===== src/rtl/dpll_defs.sv =====
// ---------------------------------------------------------------------------------------------
// dpll_defs: shared constants and types for the DPLL blocks (loop filter, ID counter, divider).
//   DivNDef    - default output divider ratio
//   PendWDef   - default width of the signed pending-correction accumulator
//   LockWinDef - default quiet-pulse window before lock asserts
//   pend_max() - largest magnitude the pending accumulator holds for a given width
//   ph_e       - two-phase slot sequencer state (even = insertion slot, odd = nominal slot)
//   slot_e     - decision taken for the current slot
// ---------------------------------------------------------------------------------------------
package dpll_defs;

   localparam int unsigned DivNDef    = 16;
   localparam int unsigned PendWDef   = 4;
   localparam int unsigned LockWinDef = 64;

   // Symmetric range: the most negative two's-complement code is never used.
   function automatic int pend_max(input int unsigned width);
      return (1 << (width - 1)) - 1;
   endfunction

   typedef enum logic {
      PhEven = 1'b0,
      PhOdd  = 1'b1
   } ph_e;

   typedef enum logic [1:0] {
      SlotIdle,
      SlotNominal,
      SlotDelete,
      SlotInsert
   } slot_e;

endpackage


===== src/rtl/freq_divider.sv =====
// ---------------------------------------------------------------------------------------------
// freq_divider: turns a stream of 1-cycle pulses into a square wave of 1/DIV_N the pulse rate.
//   clk     in   system clock
//   reset   in   synchronous, active-high reset
//   en_i    in   clock enable; low holds count and output
//   pulse_i in   input pulse (counted when en_i is high)
//   sq_o    out  registered square wave, toggles every DIV_N/2 counted pulses
// DIV_N must be even and >= 2.
// ---------------------------------------------------------------------------------------------
module freq_divider #(
   parameter int unsigned DIV_N = 16
) (
   input  logic clk,
   input  logic reset,
   input  logic en_i,
   input  logic pulse_i,
   output logic sq_o
);

   localparam int unsigned CntW = (DIV_N > 2) ? $clog2(DIV_N) : 1;
   localparam logic [CntW-1:0] CntHalf = CntW'(DIV_N / 2 - 1);
   localparam logic [CntW-1:0] CntLast = CntW'(DIV_N - 1);

   logic [CntW-1:0] cnt_q, cnt_d;
   logic            sq_q, sq_d;

   always_comb begin
      cnt_d = cnt_q;
      sq_d  = sq_q;
      if (en_i && pulse_i) begin
         cnt_d = (cnt_q == CntLast) ? '0 : cnt_q + 1'b1;
         // Toggling at the half and last count gives a 50% duty cycle.
         if (cnt_q == CntHalf || cnt_q == CntLast) begin
            sq_d = ~sq_q;
         end
      end
   end

   always_ff @(posedge clk) begin
      if (reset) begin
         cnt_q <= '0;
         sq_q  <= 1'b0;
      end else begin
         cnt_q <= cnt_d;
         sq_q  <= sq_d;
      end
   end

   assign sq_o = sq_q;

endmodule


===== src/rtl/id_counter.sv =====
// ---------------------------------------------------------------------------------------------
// id_counter: increment/decrement counter stage of the DCO, downstream of the DLF loop filter.
// Nominally emits one idOut pulse every 2 cycles (in the odd slot). A DLF carry fills the next
// even slot with an extra pulse; a DLF borrow empties the next odd slot. Requests are queued in a
// saturating signed accumulator (pend) and drained at most one per 2 cycles.
//   clk     in   system clock
//   reset   in   synchronous, active-high reset (discards pending corrections)
//   enable  in   clock enable; low freezes state, forces idOut low, drops carry/borrow
//   carry   in   1-cycle increment request
//   borrow  in   1-cycle decrement request
//   idOut   out  registered 1-cycle pulse
//   fOut    out  registered square wave, idOut divided by DIV_N
//   pend    out  signed pending-correction count (debug)
//   locked  out  lock indicator; tied low unless IDC_LOCK_DETECT_EN is defined
// Build option: define IDC_LOCK_DETECT_EN to enable the quiet-pulse lock detector.
// ---------------------------------------------------------------------------------------------
module id_counter
   import dpll_defs::*;
#(
   parameter int unsigned DIV_N    = DivNDef,
   parameter int unsigned PEND_W   = PendWDef,
   parameter int unsigned LOCK_WIN = LockWinDef
) (
   input  logic                     clk,
   input  logic                     reset,
   input  logic                     enable,
   input  logic                     carry,
   input  logic                     borrow,
   output logic                     idOut,
   output logic                     fOut,
   output logic signed [PEND_W-1:0] pend,
   output logic                     locked
);

   // Two guard bits cover pend +/- 2 requests without wrap before saturation.
   localparam int unsigned SumW = PEND_W + 2;
   localparam logic signed [SumW-1:0] PendMaxS = SumW'(pend_max(PEND_W));
   localparam logic signed [SumW-1:0] PendMinS = -PendMaxS;
   localparam logic signed [SumW-1:0] One      = SumW'(1);

   if (DIV_N < 2 || (DIV_N % 2) != 0 || PEND_W < 2 || LOCK_WIN < 1) begin : g_param_check
      $error("id_counter: DIV_N must be even >= 2, PEND_W >= 2, LOCK_WIN >= 1");
   end

   ph_e                     ph_q;
   logic signed [PEND_W-1:0] pend_q, pend_d;
   logic                    id_q;
   slot_e                   slot;
   logic signed [SumW-1:0]  pend_ext, sum;

   // Slot decision always uses the registered backlog, before this cycle's requests.
   always_comb begin
      slot = SlotIdle;
      if (ph_q == PhOdd) begin
         slot = pend_q[PEND_W-1] ? SlotDelete : SlotNominal;
      end else if (!pend_q[PEND_W-1] && (pend_q != '0)) begin
         slot = SlotInsert;
      end
   end

   assign pend_ext = {{2{pend_q[PEND_W-1]}}, pend_q};

   always_comb begin
      sum = pend_ext;
      if (carry) begin
         sum = sum + One;
      end
      if (borrow) begin
         sum = sum - One;
      end
      // A deleted pulse repays one unit of negative backlog; an inserted one spends a positive.
      if (slot == SlotDelete) begin
         sum = sum + One;
      end
      if (slot == SlotInsert) begin
         sum = sum - One;
      end
      if (sum > PendMaxS) begin
         pend_d = PendMaxS[PEND_W-1:0];
      end else if (sum < PendMinS) begin
         pend_d = PendMinS[PEND_W-1:0];
      end else begin
         pend_d = sum[PEND_W-1:0];
      end
   end

   // Slot sequencer and correction accumulator; idOut is registered here.
   always_ff @(posedge clk) begin
      if (reset) begin
         ph_q   <= PhEven;
         pend_q <= '0;
         id_q   <= 1'b0;
      end else if (enable) begin
         ph_q   <= (ph_q == PhEven) ? PhOdd : PhEven;
         pend_q <= pend_d;
         id_q   <= (slot == SlotNominal) || (slot == SlotInsert);
      end else begin
         id_q   <= 1'b0;
      end
   end

   freq_divider #(
      .DIV_N (DIV_N)
   ) u_div (
      .clk     (clk),
      .reset   (reset),
      .en_i    (enable),
      .pulse_i (id_q),
      .sq_o    (fOut)
   );

   assign idOut = id_q;
   assign pend  = pend_q;

`ifdef IDC_LOCK_DETECT_EN
   localparam int unsigned QuietW = $clog2(LOCK_WIN + 1);
   localparam logic [QuietW-1:0] QuietMax = QuietW'(LOCK_WIN);

   logic [QuietW-1:0] quiet_q, quiet_d;
   logic              locked_q, locked_d;

   always_comb begin
      quiet_d  = quiet_q;
      locked_d = locked_q;
      if (slot == SlotDelete || slot == SlotInsert) begin
         quiet_d  = '0;
         locked_d = 1'b0;
      end else if (slot == SlotNominal) begin
         if (quiet_q != QuietMax) begin
            quiet_d = quiet_q + 1'b1;
         end
         if (quiet_d == QuietMax) begin
            locked_d = 1'b1;
         end
      end
   end

   always_ff @(posedge clk) begin
      if (reset) begin
         quiet_q  <= '0;
         locked_q <= 1'b0;
      end else if (enable) begin
         quiet_q  <= quiet_d;
         locked_q <= locked_d;
      end
   end

   assign locked = locked_q;
`else
   assign locked = 1'b0;
`endif

endmodule


===== config.mk =====
export PLATFORM = sky130hd
export DESIGN_NAME = id_counter
export DESIGN_NICKNAME = d
export VERILOG_FILES = /design/src/rtl/dpll_defs.sv /design/src/rtl/freq_divider.sv /design/src/rtl/id_counter.sv
export SDC_FILE = /design/constraint.sdc
export NUM_CORES = 1
export LEC_CHECK = 0
export BUFFER_PORTS_ARGS = -buffer_cell sky130_fd_sc_hd__buf_2
export CORE_MARGIN = 5
export CORE_UTILIZATION = 50
export CTS_CLUSTER_SIZE = 40
export DETAILED_ROUTE_END_ITERATION = 8
export PLACE_DENSITY = 0.69
export SETUP_SLACK_MARGIN = 0.15
export SYNTH_ARGS = -nofsm -noshare
export SYNTH_HDL_FRONTEND = slang
export SYNTH_SLANG_ARGS = --single-unit

===== constraint.sdc =====
create_clock -name clk -period 4.6 [get_ports clk]
set_input_delay 0.23 -clock clk [delete_from_list [all_inputs] [get_ports clk]]
set_output_delay 0.23 -clock clk [all_outputs]
set_load 0.05 [all_outputs]

==> flow_metrics.env, run 1 <==
export IMPL_outcome="complete, no violations"
export IMPL_synth_cells=136
export IMPL_cp_start_kind="flip-flop"
export IMPL_power_density_nw_per_um2=670
export IMPL_ctsHtreeMaxLevel=1
export IMPL_antenna_found_initial=0
export IMPL_hpwlAfterDp_mm=1.99
export IMPL_cap_violations=0
export IMPL_final_nets=156
export IMPL_synthTopCellsByArea="dfxtp_1 (18%), ha_1 (6.3%), xor2_1 (4.4%)"
export IMPL_ir_worst_vdd_uv=343
export IMPL_std_cell_rows=17
export IMPL_first_iter_violations=32
export IMPL_holdWs_ps=271
export IMPL_clock_latency_ps=270
export IMPL_core_um2=2250
export IMPL_dieArea_um2=3460
export IMPL_n_antenna_cell=0
export IMPL_synthFlopType="dfxtp_1"
export IMPL_globalplace_congestion=0.901
export IMPL_finalPower_uw=842
export IMPL_hold_violations=0
export IMPL_rr_worst_depth=15
export IMPL_avgViaCountPerCell=5.80
export IMPL_synth_top_area_share_pct=18.5
export IMPL_yosysWarnings=0
export IMPL_clock_fmax_ghz=0.267
export IMPL_yosysMostFrequentCell="dfxtp_1"
export IMPL_ys_types=64
export IMPL_crit_chain="inv_1, ha_1, mux2i_1, ha_1, mux2_2, inv_1, ha_1, mux2i_1, ha_1, nand2_1, a2111oi_2, a41oi_1, o21a_1, or3b_1, a31oi_1"
export IMPL_cts_setup_buffers=0
export IMPL_grt_use_total_pct=15.9
export IMPL_p_leak_nw=0.536
export IMPL_cts_inserted_buffers=3
export IMPL_vias=998
export IMPL_cts_tree="done"
export IMPL_antenna_left=0
export IMPL_period_needed_ps=3740
export IMPL_ys_ff_latch=11
export IMPL_portBuffers=10
export IMPL_r2r_start="pend[0]"
export IMPL_skew_ps=0.594
export IMPL_ys_top_cells_by_count="dfxtp_1 (11), nand2_1 (9), nor2_1 (9)"
export IMPL_wirelength_mm=2.47
export IMPL_synthArstFlopShare_pct=0
export IMPL_crit_top_cell="ha_1"
export IMPL_grt_pass1_vias=951
export IMPL_endpoint_kind="flip-flop"
export IMPL_drt_pass1_iter_count=7
export IMPL_dieWidth_um=58.8
export IMPL_rsz0062_at_grt="false"
export IMPL_syn_cell_area_um2=1190
export IMPL_ctsResizeCount=0
export IMPL_setup_worst_path_start="pend[0]"
export IMPL_min_from="reset"
export IMPL_start_util_pct=52.9
export IMPL_synth_nets=147
export IMPL_yosysSeqAreaShare_pct=18.5
export IMPL_setup_viol=0
export IMPL_clock_sinks=11
export IMPL_slowest_delay_ps=500
export IMPL_syn2layout_area_growth_pct=5.35
export IMPL_grt_max_degree=16
export IMPL_synth_area_per_cell_um2=8.77
export IMPL_io_pins=12
export IMPL_gr_total_overflow=0
export IMPL_worstHoldPathType="input pin to flip-flop"
export IMPL_cts_buffer_depth=2
export IMPL_maxSlewViolCount=0
export IMPL_root_buffer="clkbuf_4"
export IMPL_clk_pin_slew_worst_paths_ps=70
export IMPL_die_height_um=58.8
export IMPL_setup_tns_final_ps=0
export IMPL_synth_largest_area_cell="dfxtp_1"
export IMPL_path_max_fanout=9
export IMPL_routedWlPerCell_um=14.4
export IMPL_holdBufCountCts=0
export IMPL_crit_type="flip-flop to flip-flop"
export IMPL_drc_errors=0
export IMPL_drive_gt1_share_pct=24.3
export IMPL_critPathArrivalTime_ps=3940
export IMPL_crit_required_ps=4800
export IMPL_min_period_over_period_pct=81.3
export IMPL_synth_edff_count=0
export IMPL_min_path_cells=2
export IMPL_grt_pass1_wl_mm=4.32
export IMPL_critPathSlowestCell="dfxtp_1"
path summary, 6_finish.rpt:
path	slack (ps)	endpoint
worst max-delay path	860	pend[1]
worst min-delay path	270	u_div.cnt_q[0]
worst max register to register	860	pend[1]
worst min register to register	500	u_div.cnt_q[1]
routing by layer:
| layer | share of wire [%] | wire, µm | GRT usage, % | vias up |
|---|---|---|---|---|
| met3 | 3.0 | 74 | 2.85 | 2 |
| met2 | 48 | 1190 | 27.1 | 11 |
| met4 | 0.69 | 17 | 3.88 | 0 |
| met5 | 0 | 0 | 0 | - |
| li1 | - | - | - | 520 |
| met1 | 48 | 1190 | 20.5 | 465 |
power breakdown:
group	switching [mW]	total, mW	internal (mW)
Sequential	0.0407	0.153	0.113
Combinational	0.362	0.622	0.260
Clock	0.0332	0.0668	0.0336
Total	0.436	0.842	0.406
registers in the layout (all words and copies together) (netlist names):
name         flops
u_div.sq_o       1
ph_q             1
pend             4
idOut            1
u_div.cnt_q      4
stage by stage:
step | util, % | cell area [µm²] | std cells | setup WS, ps
after floorplan | - | 1190 | 136 | 841
after global placement | 54.6 | 1230 | 168 | 1010
after detailed placement | 54.6 | 1230 | 168 | 868
after CTS | 55.7 | 1260 | 172 | 864
after global routing | 55.7 | 1260 | 172 | 553
final | 55.7 | 1260 | 172 | 860
worst max-delay path, delay by kind of cell, from the launching register on:
| family | cells | cell delay (ps) |
|---|---|---|
| flops | 1 | 500 |
| mux | 3 | 680 |
| simple gates | 2 | 460 |
| buf+inv | 2 | 170 |
| fa+ha+maj | 4 | 1050 |
| compound gates | 4 | 810 |
layout make-up:
type                       instances  area (µm²)
sequential                        11         220
inverter                          10        37.5
fill                             223         998
clock buffer                       4        26.3
timing repair buffer              10        50.0
tap                               28        35.0
multi-input combinational        109         887
cell usage in the layout (no fill, tap or decap), types with 5 or more instances in the layout:
| cell type | count |
|---|---|
| buf_2 | 10 |
| nand2_1 | 9 |
| ha_1 | 6 |
| mux2i_1 | 5 |
| dfxtp_1 | 11 |
| inv_1 | 8 |
| xor2_1 | 6 |
| nor2_1 | 9 |
| a21oi_1 | 7 |
| nand3_1 | 6 |
logic make-up after synthesis:
logic type                 count (synthesis)  synth area share (%)
and+or+nand+nor                           47                  24.6
adders and majority gates                  6                  6.30
buffers and inverters                     16                  7.13
other                                      1                 0.314
DFF                                       11                  18.5
xor gates and xnor gates                  13                  12.2
muxes                                      7                  6.40
AOI/OAI and AO/OA                         35                  24.7
(Power assumes the default switching activity.)
==> inputs of run 2 (changes only) <==
==> constraint.sdc (replaced) <==
create_clock -name clk -period 3.91 [get_ports clk]
set_input_delay 0.1955 -clock clk [delete_from_list [all_inputs] [get_ports clk]]
set_output_delay 0.1955 -clock clk [all_outputs]
set_load 0.05 [all_outputs]
==> run 2 against run 1 <==
  * Register-to-register slack worse by 400 ps
  * Wire length up 1.7%
  * Fmax up 8.5%
  * Cell count up 2.3%
  * Highest routed layer unchanged
==> flow_metrics.env, run 2 (synthesis results as in run 1) <==
export IMPL_root_buffer="clkbuf_4"
export IMPL_hold_violations=0
export IMPL_grt_pass1_vias=949
export IMPL_cts_buffer_depth=2
export IMPL_final_cell_area_um2=1330
export IMPL_globalplace_congestion=0.860
export IMPL_utilization_pct=58.9
export IMPL_drive_gt1_share_pct=29.7
export IMPL_crit_type="flip-flop to flip-flop"
export IMPL_antenna_found_initial=0
export IMPL_drc_errors=0
export IMPL_ctsHtreeMaxLevel=1
export IMPL_dpl_instance_area_um2=1240
export IMPL_critPathArrivalTime_ps=3640
export IMPL_cts_inserted_buffers=3
export IMPL_dieWidth_um=58.8
export IMPL_std_cell_rows=17
export IMPL_min_period_over_period_pct=88.2
export IMPL_avgViaCountPerCell=5.91
export IMPL_crit_required_ps=4100
export IMPL_clock_latency_ps=260
export IMPL_switchingPower_uw=536
export IMPL_portBuffers=10
export IMPL_skew_ps=1.08
export IMPL_wirelength_mm=2.51
export IMPL_cts_tree="done"
export IMPL_final_common_cell="dfxtp_1"
export IMPL_clock_fmax_ghz=0.290
export IMPL_io_pins=12
export IMPL_layout_common_cells="dfxtp_1 (11), buf_2 (10), nor2_1 (9)"
export IMPL_worstHoldPathType="input pin to flip-flop"
export IMPL_clock_sinks=11
export IMPL_first_iter_violations=25
export IMPL_fill_cells=234
export IMPL_endpoint_kind="flip-flop"
export IMPL_p_int_uw=522
export IMPL_seqCellArea_um2=220
export IMPL_clk_pin_slew_worst_paths_ps=70
export IMPL_drt_pass1_iter_count=4
export IMPL_combPwrFrac_pct=76.9
export IMPL_rsz0062_at_grt="false"
export IMPL_finalPower_mw=1.06
export IMPL_dieArea_um2=3460
export IMPL_grt_use_total_pct=15.3
export IMPL_syn2layout_area_growth_pct=11.3
export IMPL_power_density_nw_per_um2=797
export IMPL_routedWlPerCell_um=14.3
export IMPL_seqPwrFrac_pct=15.9
export IMPL_switching_share_pct=50.7
export IMPL_final_nets=160
export IMPL_core_um2=2250
export IMPL_gr_total_overflow=0
export IMPL_multi_input_area_um2=928
export IMPL_setup_tns_final_ps=0
export IMPL_outcome="complete, no violations"
export IMPL_period_needed_ps=3450
export IMPL_cp_start_kind="flip-flop"
export IMPL_grt_max_degree=16
export IMPL_ir_worst_vdd_uv=399
export IMPL_start_util_pct=52.9
export IMPL_p_clk_share_pct=7.2
export IMPL_cap_violations=0
export IMPL_antenna_left=0
export IMPL_setup_viol=0
export IMPL_p_leak_nw=0.551
export IMPL_maxSlewViolCount=0
export IMPL_path_max_fanout=8
export IMPL_grt_pass1_wl_mm=4.20
export IMPL_hpwlAfterDp_mm=2.00
export IMPL_vias=1040
export IMPL_die_height_um=58.8
export IMPL_n_antenna_cell=0
-- run 2: cell count changes in the layout (fill, tap and decap cells not counted), sizes merged --
cell	delta
buf	+4
-- run 2: layer usage --
layer | wire length [µm] | track usage [%]
met1 | 1140 | 19.5
met2 | 1250 | 26.3
met3 | 109 | 3.29
met4 | 12 | 3.24
met5 | 0 | 0
-- run 2: power groups by stage --
stage	clock network, mW	registers, mW	logic, mW
after global placement	0	0.170	0.733
after global routing	0.0842	0.174	0.884
after floorplan	0	0.218	0.572
final	0.0761	0.169	0.813
after detailed placement	0	0.170	0.749
after CTS	0.0796	0.168	0.752
-- run 2: worst paths after layout --
kind,start,end,slack (ps),depth (start not counted)
hold reg to reg,u_div.cnt_q[3],u_div.cnt_q[3],500,2
setup / recovery,pend[0],pend[1],460,15
hold / removal,reset,u_div.cnt_q[1],230,2
setup reg to reg,pend[0],pend[1],460,15
-- run 2: repair_timing --
| item | in CTS | in global routing |
|---|---|---|
| hold buffers | 0 | 0 |
| resized for setup | 0 | 6 |
| setup buffers | 0 | 2 |
| endpoints found under the setup margin | 0 | 1 |
-- run 2: critical path, stage by stage (launching register included) --
cell	delay [ps]
dfxtp_1	330
buf_4	170
xor2_1	230
inv_2	90
ha_1	270
mux2_2	290
inv_1	90
ha_1	280
mux2i_2	190
ha_2	220
nand2_2	80
a2111oi_4	320
a41oi_2	80
o21a_1	190
or3_1	380
a31oi_1	170
-- run 2: cell type report --
type | count | area share [%]
inverters | 10 | 2.83
flip-flops and latches | 11 | 16.6
well taps | 28 | 2.64
repair buffers | 14 | 6.03
clock buffers | 4 | 1.98
multi-input cells | 109 | 69.9
-- run 2: per-stage QoR --
stage                     setup WS (ps)  hold WS, ps  instances
after floorplan                     151          393        136
after global placement              487          472        170
after detailed placement            337          489        170
after CTS                           317          220        174
after global routing                215          247        176
final                               462          232        176
==> inputs of run 3 (changes only) <==
--- a/config.mk
+++ b/config.mk
@@ -14,4 +14,5 @@
 export SETUP_SLACK_MARGIN = 0.15
 export SYNTH_ARGS = -nofsm -noshare
 export SYNTH_HDL_FRONTEND = slang
+export SYNTH_HIERARCHICAL = 1
 export SYNTH_SLANG_ARGS = --single-unit
==> constraint.sdc (replaced) <==
create_clock -name clk -period 4.45 [get_ports clk]
set_input_delay 0.2225 -clock clk [delete_from_list [all_inputs] [get_ports clk]]
set_output_delay 0.2225 -clock clk [all_outputs]
set_load 0.05 [all_outputs]
==> run 3 against run 2 <==
  * Clock skew is 3.2 ps higher
  * Sequential power is 7% lower
  * Register-to-register slack better by 70 ps
  * Combinational power is 4.9% lower
  * Largest cell class unchanged
  * Synthesized cell count is 2.9% higher
  * Core utilization is 3.1 points lower
  * Critical path type unchanged
==> flow_metrics.env, run 3 <==
export IMPL_rr_worst_depth=15
export IMPL_grt_pass1_vias=899
export IMPL_holdWs_ps=282
export IMPL_rsz0062_at_grt="false"
export IMPL_seqPwrFrac_pct=15.9
export IMPL_crit_top_cell="ha_1"
export IMPL_syn_cell_area_um2=1160
export IMPL_ys_top_cells_by_count="nand2_1 (15), dfxtp_1 (11), xnor2_1 (11)"
export IMPL_drt_pass1_iter_count=4
export IMPL_globalplace_congestion=0.780
export IMPL_utilization_pct=55.8
export IMPL_first_iter_violations=54
export IMPL_synth_largest_area_cell="dfxtp_1"
export IMPL_skew_ps=4.28
export IMPL_outcome="complete, no violations"
export IMPL_p_leak_nw=0.468
export IMPL_min_period_over_period_pct=88.1
export IMPL_r2r_start="pend[0]"
export IMPL_crit_required_ps=4590
export IMPL_grt_use_total_pct=15.2
export IMPL_syn2layout_area_growth_pct=6.59
export IMPL_yosysMostFrequentCell="nand2_1"
export IMPL_cts_buffer_depth=2
export IMPL_cap_violations=0
export IMPL_dieWidth_um=58.1
export IMPL_path_buf_inv=1
export IMPL_drive_gt1_share_pct=18.2
export IMPL_p_int_uw=467
export IMPL_io_pins=12
export IMPL_setup_viol=0
export IMPL_hpwlAfterDp_mm=1.92
export IMPL_synthTopCellsByArea="dfxtp_1 (19%), xnor2_1 (8.3%), ha_1 (6.5%)"
export IMPL_start_util_pct=52.3
export IMPL_cts_tree="done"
export IMPL_path_max_fanout=8
export IMPL_critPathArrivalTime_ps=4060
export IMPL_drc_errors=0
export IMPL_slowest_delay_ps=480
export IMPL_hold_violations=0
export IMPL_critical_path_top_delay_family="adder cells"
export IMPL_clock_sinks=11
export IMPL_grt_pass1_wl_mm=4.08
export IMPL_p_clk_share_pct=6.3
export IMPL_final_nets=160
export IMPL_period_needed_ps=3920
export IMPL_clock_fmax_ghz=0.255
export IMPL_root_buffer="clkbuf_4"
export IMPL_synth_cells=140
export IMPL_std_cell_rows=17
export IMPL_clock_latency_ps=260
export IMPL_antenna_left=0
export IMPL_synth_nets=151
export IMPL_min_path_cells=2
export IMPL_critPathSlowestCell="dfxtp_1"
export IMPL_setup_worst_path_start="pend[0]"
export IMPL_yosysSeqAreaShare_pct=19.0
export IMPL_cts_inserted_buffers=3
export IMPL_wirelength_mm=2.43
export IMPL_holdBufCountCts=0
export IMPL_synth_edff_count=0
export IMPL_setup_tns_final_ps=0
export IMPL_ys_types=55
export IMPL_synth_top_area_share_pct=19.0
export IMPL_worst_slack_ps=529
export IMPL_gr_total_overflow=0
export IMPL_endpoint_kind="flip-flop"
export IMPL_synth_area_per_cell_um2=8.27
export IMPL_antenna_found_initial=0
export IMPL_n_antenna_cell=0
export IMPL_die_height_um=58.1
export IMPL_switching_share_pct=53.0
export IMPL_relSlewSlack_pct=60.9
export IMPL_core_um2=2210
export IMPL_avgViaCountPerCell=5.82
export IMPL_routedWlPerCell_um=13.8
export IMPL_min_from="reset"
export IMPL_yosysWarnings=6
export IMPL_tightestPinTransition_ps=582
export IMPL_synthArstFlopShare_pct=0
export IMPL_dp_slack_ps=525
export IMPL_combPwrFrac_pct=77.8
export IMPL_layout_common_cells="nand2_1 (15), xnor2_1 (11), dfxtp_1 (11)"
export IMPL_ctsHtreeMaxLevel=1
export IMPL_clk_pin_slew_worst_paths_ps=60
export IMPL_crit_type="flip-flop to flip-flop"
export IMPL_power_density_nw_per_um2=805
export IMPL_synthFlopType="dfxtp_1"
export IMPL_vias=1025
export IMPL_portBuffers=10
export IMPL_cp_num_cells=15
export IMPL_ys_ff_latch=11
export IMPL_ir_worst_vdd_uv=422
export IMPL_cp_start_kind="flip-flop"
export IMPL_grt_max_degree=14
export IMPL_crit_chain="inv_1, ha_1, mux2i_1, ha_1, mux2i_1, ha_1, mux2i_2, ha_1, nand4_1, o2111ai_1, o221ai_2, xnor2_2, a21boi_0, o221ai_1, a21oi_1"
export IMPL_maxSlewViolCount=0
export IMPL_dieArea_um2=3380
export IMPL_switchingPower_uw=527
export IMPL_fill_cells=210
export IMPL_final_common_cell="nand2_1"
export IMPL_worstHoldPathType="input pin to flip-flop"
[run 3: layer usage]
layer | up-vias | global-route usage [%] | part of all wire, %
li1 | 520 | - | -
met1 | 477 | 22.1 | 46
met2 | 28 | 23.4 | 47
met3 | 0 | 3.56 | 6.5
met4 | 0 | 1.99 | 0
met5 | - | 0 | 0
[run 3: repair_timing]
item                                    4_1_cts  5_1_grt
endpoints found under the setup margin        0        1
resized for setup                             0        1
setup buffers                                 0        0
[run 3: area by class of cell]
cell class / count / area (µm²) / area share, %
Clock buffer: 4 / 26.3 / 2.13
Timing Repair Buffer: 10 / 50.0 / 4.06
Inverter: 4 / 15.0 / 1.22
Sequential cell: 11 / 220 / 17.8
Tap cell: 28 / 35.0 / 2.84
Multi-Input combinational cell: 119 / 887 / 71.9
[run 3: path summary, 6_finish.rpt]
check | to | slack [ps]
worst max register to register | pend[2] | 530
worst max-delay path | pend[2] | 530
worst min-delay path | pend[3] | 280
worst min register to register | u_div/cnt_q[3] | 500
[run 3: logic make-up (layout without fill, tap and decap cells)]
group / after synthesis / count (layout) / share of synthesized area [%]
flops: 11 / 11 / 19.0
buf+inv: 10 / 18 / 4.65
compound gates: 29 / 29 / 21.7
xor+xnor: 17 / 17 / 14.8
fa+ha+maj: 6 / 6 / 6.49
simple gates: 59 / 59 / 26.8
mux: 7 / 7 / 6.16
other cells: 1 / 1 / 0.324
[run 3: power groups by stage]
stage	Combinational [mW]	Clock (mW)	Sequential [mW]
after global routing	0.853	0.0730	0.164
after floorplan	0.581	0	0.202
after global placement	0.742	0	0.158
after CTS	0.764	0.0660	0.157
final	0.773	0.0630	0.158
after detailed placement	0.760	0	0.159
[run 3: worst register-to-register path: stages (launching register included)]
cell	delay (ps)
dfxtp_1	480
inv_1	80
ha_1	310
mux2i_1	200
ha_1	260
mux2i_1	310
ha_1	310
mux2i_2	290
ha_1	320
nand4_1	140
o2111ai_1	240
o221ai_2	150
xnor2_2	280
a21boi_0	150
o221ai_1	200
a21oi_1	90
[run 3: metrics by stage]
step                std cells  total power, mW  area, µm²
floorplan                 140            0.783       1160
global placement          172            0.899       1200
detailed placement        172            0.920       1200
CTS                       176            0.987       1230
global route              176             1.09       1230
finish                    176            0.994       1230
